File: src/rtl/jk_pkg.sv
// Shared types and the per-bit JK excitation rule for the JK bank driver.
package jk_pkg;

  // J/K command pair, bit 1 is J and bit 0 is K.
  typedef enum logic [1:0] {
    HOLD = 2'b00,
    RST  = 2'b01,
    SET  = 2'b10,
    TGL  = 2'b11
  } jk_cmd_t;

  typedef enum logic [1:0] {
    IDLE  = 2'b00,
    DRIVE = 2'b01,
    CHECK = 2'b10
  } jk_drv_state_t;

  // Minimal excitation: don't-cares resolve to 0, so toggle is never produced
  // and a bit that already matches its target is left on hold.
  function automatic jk_cmd_t jk_excite(input logic q, input logic t);
    jk_cmd_t cmd;
    case ({q, t})
      2'b01:   cmd = SET;
      2'b10:   cmd = RST;
      default: cmd = HOLD;
    endcase
    return cmd;
  endfunction

endpackage

File: src/rtl/jk_excite.sv
// Combinational WIDTH-wide J/K excitation from current Q and target pattern.
module jk_excite
  import jk_pkg::*;
#(
  parameter int WIDTH = 8
) (
  input  logic [WIDTH-1:0] q,
  input  logic [WIDTH-1:0] tgt,
  output logic [WIDTH-1:0] j,
  output logic [WIDTH-1:0] k
);

  jk_cmd_t cmd;

  // Apply the per-bit excitation rule across the whole word.
  always_comb begin
    j   = '0;
    k   = '0;
    cmd = HOLD;
    for (int i = 0; i < WIDTH; i++) begin
      cmd  = jk_pkg::jk_excite(q[i], tgt[i]);
      j[i] = cmd[1];
      k[i] = cmd[0];
    end
  end

endmodule

File: src/rtl/jk_excite_drv.sv
// Command-side driver for a JK flip-flop bank: accepts a target word, drives
// one cycle of excitation, reads the bank back and retries a bounded number
// of times before reporting done or err.
module jk_excite_drv
  import jk_pkg::*;
#(
  parameter int WIDTH     = 8,
  parameter int MAX_RETRY = 3
) (
  input  logic                           clk,
  input  logic                           reset,
  input  logic                           tgt_valid,
  output logic                           tgt_ready,
  input  logic [WIDTH-1:0]               tgt_data,
  input  logic [WIDTH-1:0]               q_fb,
  output logic [WIDTH-1:0]               j_out,
  output logic [WIDTH-1:0]               k_out,
  output logic                           busy,
  output logic                           done,
  output logic                           err,
  output logic [$clog2(MAX_RETRY+1)-1:0] retry_cnt
);

  localparam int CNT_W = $clog2(MAX_RETRY + 1);
  localparam logic [CNT_W-1:0] MAX_CNT = CNT_W'(MAX_RETRY);

  jk_drv_state_t    state_q, state_d;
  logic [WIDTH-1:0] tgt_q, tgt_d;
  logic [CNT_W-1:0] cnt_q, cnt_d;
  logic             done_q, done_d;
  logic             err_q, err_d;
  logic             rdy_en_q;
  logic [WIDTH-1:0] j_raw, k_raw;

  jk_excite #(.WIDTH(WIDTH)) u_excite (
    .q   (q_fb),
    .tgt (tgt_q),
    .j   (j_raw),
    .k   (k_raw)
  );

  // ready is held low through reset and rises on the first edge after release
  assign tgt_ready = (state_q == IDLE) && rdy_en_q;
  assign busy      = (state_q != IDLE);
  // Excitation only reaches the bank during DRIVE; everywhere else the bank holds.
  assign j_out     = (state_q == DRIVE) ? j_raw : '0;
  assign k_out     = (state_q == DRIVE) ? k_raw : '0;
  assign done      = done_q;
  assign err       = err_q;
  assign retry_cnt = cnt_q;

  // Next-state, target latch, retry counter and status pulse decode.
  always_comb begin
    state_d = state_q;
    tgt_d   = tgt_q;
    cnt_d   = cnt_q;
    done_d  = 1'b0;
    err_d   = 1'b0;
    case (state_q)
      IDLE: begin
        if (tgt_valid && tgt_ready) begin
          tgt_d   = tgt_data;
          cnt_d   = '0;
          state_d = DRIVE;
        end
      end
      DRIVE: state_d = CHECK;
      CHECK: begin
        if (q_fb == tgt_q) begin
          done_d  = 1'b1;
          state_d = IDLE;
        end else if (cnt_q < MAX_CNT) begin
          cnt_d   = cnt_q + CNT_W'(1);
          state_d = DRIVE;
        end else begin
          err_d   = 1'b1;
          state_d = IDLE;
        end
      end
      default: state_d = IDLE;
    endcase
  end

  // State and datapath registers; reset aborts any transaction silently.
  always_ff @(posedge clk or negedge reset) begin
    if (!reset) begin
      state_q  <= IDLE;
      tgt_q    <= '0;
      cnt_q    <= '0;
      done_q   <= 1'b0;
      err_q    <= 1'b0;
      rdy_en_q <= 1'b0;
    end else begin
      state_q  <= state_d;
      tgt_q    <= tgt_d;
      cnt_q    <= cnt_d;
      done_q   <= done_d;
      err_q    <= err_d;
      rdy_en_q <= 1'b1;
    end
  end

endmodule

File: config.mk
export PLATFORM = sky130hd
export DESIGN_NAME = jk_excite_drv
export DESIGN_NICKNAME = d
export VERILOG_FILES = /design/src/rtl/jk_pkg.sv /design/src/rtl/jk_excite.sv /design/src/rtl/jk_excite_drv.sv
export SDC_FILE = /design/constraint.sdc
export NUM_CORES = 1
export LEC_CHECK = 0
export CORE_MARGIN = 2
export CORE_UTILIZATION = 43
export DETAILED_ROUTE_END_ITERATION = 10
export PLACE_DENSITY_LB_ADDON = 0.1
export SETUP_SLACK_MARGIN = 0.3
export SLEW_MARGIN = 20
export SYNTH_ARGS = -nofsm -noshare
export SYNTH_HDL_FRONTEND = slang
export SYNTH_SLANG_ARGS = --single-unit
File: constraint.sdc
create_clock -name clk -period 1.92 [get_ports clk]
set_clock_uncertainty 0.05 [all_clocks]
set_input_delay 0.192 -clock clk [delete_from_list [all_inputs] [get_ports clk]]
set_output_delay 0.192 -clock clk [all_outputs]
set_load 0.03 [all_outputs]
==> summary.txt, run 1 <==
Critical path
  – Critical Path Start Type: flop
  – CP endpoint kind: output pin
  – CP Class: reg2out
  – Required time worst endpoint: roughly 1.7 ns
  – CP max FO: 6
  – Arr. time, crit path: 1.33 ns

Synth
  – Top post-synthesis cells by area: dfrtp_1 (36%), ha_1 (21%), and2_1 (9.7%)
  – Post-synth EDFFs: 0
  – Post-synthesis compound-gate area fraction: 0.0729
  – Synth Cell Area: just over 1000 sq um
  – Post-synthesis sequential area ratio: 0.365
  – Mux share of post-synthesis cell area: 0.0194
  – Avg Inst Size Synth: slightly above 10 sq um
  – Synth Warn #: 0
  – Post-synthesis async set-or-reset flop share: 1.00
  – Post-synth top area share: 0.365
  – Synth Area in Simple Gates: 0.243
  – Main combinational cell family by area after synthesis: simple AND/OR/NAND/NOR gates
  – Synthesis-stage register bit count: 15
  – Synth Net Count: about 140
  – Yosys top cell by area: dfrtp_1
  – XOR/XNOR Fraction of Synth Area: 0
  – Ys flop type: dfrtp_1
  – Unique masters post-synth: 21
  – Cells after synthesis: around 100
  – Post-Synth Adder-Cell Area: 0.207

Timing
  – Final hold violation count: 0
  – Slew HR: 0.532
  – Setup TNS: 0 ns
  – Slew Viols, Final: 0
  – RSZ-0062 raised after global routing: yes
  – Final Cycle Share: 0.820
  – Transition time at the pin with the least slew margin: 0.700 ns
  – FMAX: 635 MHz
  – Final Setup Violations: 0
  – Tmin final: 1.58 ns

Clocking
  – Clk Latency, worst-skew pair: 0.28 ns
  – Max Buffers Root-to-Sink: 2
  – CTS Root Cell: clkbuf_4
  – TritonCTS clock tree: yes
  – Reg clk slew, reported paths: 0.09 ns
  – Hold_buf cts: 0
  – H-tree lvl count: 1
  – CTS buffer count: 3
  – Clock sinks: 15

Run status
  – Outcome: finished, final reports clean

Finish
  – Final core occ: 0.645
  – # fillers: approximately 210
  – Share of post-route cells with drive strength above 1: 0.273
  – # nets final: 187
  – # diodes: 0
  – Layout Area Growth over Synthesis: 40.0%

Floorplan
  – Starting Density: 0.461
  – Num rows: 17
  – Core Region: 2230 sq um
  – Die span in x: 52.9 microns
  – Die area: 2800 sq um
  – Die H: 52.9 microns
  – I/O pin count: 41

Route
  – Routed Antenna Nets: 0
  – Number of remaining DRC errors: 0
  – Routed length per placed instance: 12.2 microns
  – Vias post-DR: between 800 and 900
  – DR vias/cell: 4.77
  – Final WL: 2.18 mm
  – DR pass1 iterations: 3
  – Drt first-iter violations: 11

Global routing
  – First-pass GRT wire length: 3.53 mm
  – Total grt overflow: 0
  – Tot GR Track Use: 0.179
  – Largest net degree at the start of global routing: 16
  – Vias in the first global route: between 700 and 800
  – Initial antenna violation count: 0

Placement
  – GPL Wtd Cong: 0.768
  – DP HPWL: 1.63 mm
  – # port buffers: 40

Pwr
  – PwrDens: 1160 nW/um^2
  – Pleak: 0.789 nW
  – Max VDD drop: 0.791 mV

Run
  – Max-Cap Viols: 0

Hold path
  – Class of the worst hold path: in2async
## power breakdown
group	switching, W	internal [W]	total [W]
combinational	0.000572	0.000412	0.000984
sequential	0.0000790	0.000437	0.000516
clock	0.0000983	0.0000807	0.000179
## cell usage after synthesis, drive strengths merged (2+ instances only)
master	count
and2	17
ha	17
inv	17
dfrtp	15
o21ai	9
nand3	8
nand2	3
nor3b	3
buf	2
mux2i	2
nand4	2
or2	2
## cell type report
type / count / area, sq um / area share
timing repair buffer: 45 / 359 / 0.249
clock buffer: 4 / 26.3 / 0.0182
sequential: 15 / 375 / 0.260
multi-input combinational: 69 / 582 / 0.404
inverter: 17 / 63.8 / 0.0443
tap: 28 / 35.0 / 0.0243
## final timing paths
path	depth (start not counted)	slack (ns)	to	start
max	3	0.34	busy	state_q[0]
min	1	0.28	state_q[1]	reset
max reg2reg	4	0.45	err	tgt_q[5]
min reg2reg	1	0.47	retry_cnt[0]	retry_cnt[0]
max in group asynchronous	1	1.10	done	reset
min in group clk	3	0.43	tgt_q[6]	tgt_data[6]
## worst max-delay path: stages, from the launching register on
cell     delay, ns
dfrtp_1       0.42
buf_4         0.17
or2_2         0.28
buf_2         0.18
## sequential cells by signal, indices dropped and copies added, names as in the netlist
name	cells
rdy_en_q	1
done	1
tgt_q	8
retry_cnt	2
state_q	2
err	1
## layer usage
metal,share of wire,GRT usage
met5,0,0
met4,0.0028,0.0641
met3,0.069,0.0395
met2,0.51,0.308
met1,0.42,0.217
## stage by stage
step / std cells / setup WS (ns) / area (sq um) / hold slack (ns) / power [W]
after detailed placement: 172 / 0.0357 / 1470 / 0.461 / 0.00155
after CTS: 177 / 0.337 / 1420 / 0.284 / 0.00168
after global routing: 178 / 0.289 / 1440 / 0.306 / 0.00184
after floorplan: 102 / 0.383 / 1030 / -0.154 / 0.00117
final: 178 / 0.345 / 1440 / 0.275 / 0.00168
after global placement: 172 / 0.0685 / 1470 / 0.445 / 0.00152
## timing repair
item                       CTS  global route
buffers inserted             0             0
gates resized for setup     93             7
gates cloned                 1             1
setup endpoints to repair   19            12
## cell usage in the layout, fill, tap and decap left out, drive strengths merged, types with 2 or more instances in the layout
| cell type | instances |
|---|---|
| nor3b | 3 |
| clkdlybuf4s50 | 20 |
| and2b | 3 |
| o21ai | 9 |
| dfrtp | 15 |
| nand4 | 2 |
| mux2i | 2 |
| ha | 17 |
| inv | 17 |
| buf | 19 |
| or2 | 2 |
| nand2 | 3 |
| clkbuf | 8 |
| nand3 | 8 |
| and2 | 17 |
## kinds of logic after synthesis
family                   after synthesis
AND/OR/NAND/NOR                       38
buffers and inverters                 20
adder cells (fa/ha/maj)               17
flip-flops                            15
AO/OA/AOI/OAI                          9
multiplexers                           2
other                                  1
Note: power is estimated with default switching activity, not from simulation.
==> run 2, diff against run 1 <==
==> constraint.sdc (replaced) <==
create_clock -name clk -period 1.45 [get_ports clk]
set_clock_uncertainty 0.05 [all_clocks]
set_input_delay 0.145 -clock clk [delete_from_list [all_inputs] [get_ports clk]]
set_output_delay 0.145 -clock clk [all_outputs]
set_load 0.03 [all_outputs]
==> run 2 against run 1 <==
  * The run now ends with setup timing left
  * Register-to-register slack got worse by 0.49 ns
  * Core utilization rose by 11 points
  * Via count rose by 6.9%
  * Critical path type unchanged
  * Largest cell class unchanged
  * Highest routed layer unchanged
==> summary.txt, run 2 (same netlist as run 1, synthesis figures left out) <==
Placement
  – DP HPWL: between 1.5 and 2 mm
  – GPL Wtd Cong: around 0.69
  – Dpl ws: -0.315 ns
  – # port buffers: 40

Pwr
  – Combinational share of power: 0.644
  – Clock Power Share: 0.093
  – Max VDD drop: 1.44 mV
  – Cell Int Power: 0.00152 W
  – Sw frac: 0.418
  – PwrDens: about 1500 nW/um^2
  – Reg power frac: 0.263
  – Net Sw Power: 0.00109 W
  – Pleak: 0.900 nW

Global routing
  – First-pass GRT wire length: 3.95 mm
  – Vias in the first global route: 878
  – Total grt overflow: 0
  – Tot GR Track Use: 0.197
  – Largest net degree at the start of global routing: 16
  – Initial antenna violation count: 0

Hold path
  – Class of the worst hold path: in2async

Clocking
  – Hold_buf cts: 0
  – Reg clk slew, reported paths: ~0.090 ns
  – CTS buffer count: 3
  – CTS Root Cell: clkbuf_4
  – TritonCTS clock tree: yes
  – Clk Latency, worst-skew pair: 0.28 ns
  – Max Buffers Root-to-Sink: 2
  – H-tree lvl count: 1
  – Clock sinks: 15

Finish
  – # diodes: 0
  – Largest register FFs: 8
  – Final core occ: 0.756
  – Layout Area Growth over Synthesis: 63.9%
  – Most common cell after layout, fill and taps aside: buf_6
  – Share of post-route cells with drive strength above 1: 0.494
  – Largest Register: tgt_q
  – Commonest cells after routing, fill and taps aside: buf_6 (21), inv_1 (17), and2_4 (17), ha_1 (16), clkdlybuf4s50_1 (15)
  – # nets final: 199

Critical path
  – Critical Path Source: state_q[0]
  – WP buf/inv: 3
  – R2R setup slack: -0.04 ns
  – CP cell instances: buf_6, buf_6, nor3b_4, buf_6
  – Crit-path most repeated cell: buf_6
  – Worst stage delay on the critical path: 0.40 ns
  – CP endpoint kind: output pin
  – Arr. time, crit path: between 1 and 1.5 ns
  – Crit-path slowest cell: dfrtp_1
  – Worst Reg-to-Reg Cells: 4
  – CP max FO: 5
  – CP Class: reg2out
  – Required time worst endpoint: between 1 and 1.5 ns
  – FF-to-FF End: err
  – R2r startpoint: tgt_q[2]
  – Critical Path Start Type: flop
  – Delay-heaviest family, CP: buffers and inverters

Floorplan
  – Num rows: 17
  – Die span in x: 52.9 microns
  – I/O pin count: a little over 40
  – Die H: 52.9 microns
  – Die area: 2800 sq um
  – Starting Density: 0.461
  – Core Region: 2230 sq um

Route
  – Final WL: between 2 and 2.5 mm
  – DR vias/cell: approximately 4.8
  – Routed Antenna Nets: 0
  – Number of remaining DRC errors: 0
  – Routed length per placed instance: around 12 microns
  – Vias post-DR: 908
  – Drt first-iter violations: 10
  – DR pass1 iterations: 4

Timing
  – Tmin final: between 1.5 and 2 ns
  – Fin Hold WS: approximately 0.11 ns
  – RSZ-0062 raised after global routing: yes
  – Worst setup margin: -0.0764 ns
  – Final hold violation count: 0
  – Final Setup Violations: 26
  – Final Cycle Share: 1.05
  – FMAX: 655 MHz
  – Slew Viols, Final: 0

Run
  – Max-Cap Viols: 0

Run status
  – Violated checks: setup timing
  – Outcome: finished with violations
==> run 2: cell types whose count changed in the layout (fill, tap and decap cells not counted), sizes merged <==
| cell | change |
|---|---|
| clkbuf | -5 |
| dlymetal6s2s | +1 |
| clkdlybuf4s50 | -5 |
| buf | +20 |
| clkinv | +1 |
==> run 2: repair_timing <==
action / CTS / global route
gates resized for setup: 51 / 13
pin swaps: 10 / 8
endpoints found under the setup margin: 35 / 33
hold endpoints to repair: 0 / 0
gates cloned: 2 / 0
setup buffers: 4 / 1
==> run 2: worst max path at each step <==
stage	end	cells after the start	slack, ns
2_1_floorplan	tgt_q[0]	4	-0.08
3_3_place_gp	err	6	-0.30
3_5_place_dp	err	6	-0.32
4_1_cts	k_out[2]	3	-0.07
5_1_grt	k_out[5]	3	-0.15
6_report	tgt_ready	4	-0.08
==> run 2: final cells by class <==
cell class / count / area, sq um
Clock buffer: 3 / 22.5
Sequential cell: 15 / 378
Timing Repair Buffer: 57 / 546
Multi-Input combinational cell: 69 / 638
Clock inverter: 1 / 5.00
Fill cell: 154 / 546
Inverter: 17 / 63.8
Tap cell: 28 / 35.0
==> run 2: per-stage QoR <==
stage | power (W) | TNS (ns) | area, sq um | std cells
final | 0.00261 | -1.08 | 1690 | 190
after global routing | 0.00281 | -2.85 | 1690 | 190
after CTS | 0.00259 | -1.31 | 1680 | 189
after detailed placement | 0.00211 | -1.29 | 1530 | 179
after global placement | 0.00207 | -1.22 | 1530 | 179
after floorplan | 0.00165 | -0.619 | 1080 | 102
==> run 2: power groups by stage <==
stage               sequential, W  clock (W)  combinational [W]
global route             0.000709   0.000265            0.00183
global placement         0.000678          0            0.00139
detailed placement       0.000685          0            0.00143
finish                   0.000687   0.000243            0.00168
CTS                      0.000686   0.000248            0.00166
floorplan                0.000744          0           0.000907
==> run 2: layer usage <==
layer	share of wire	GRT usage	vias up
met2	0.52	0.358	27
met3	0.057	0.0282	4
li1	-	-	451
met1	0.41	0.240	426
met4	0.0095	0.0513	0
met5	0	0	-
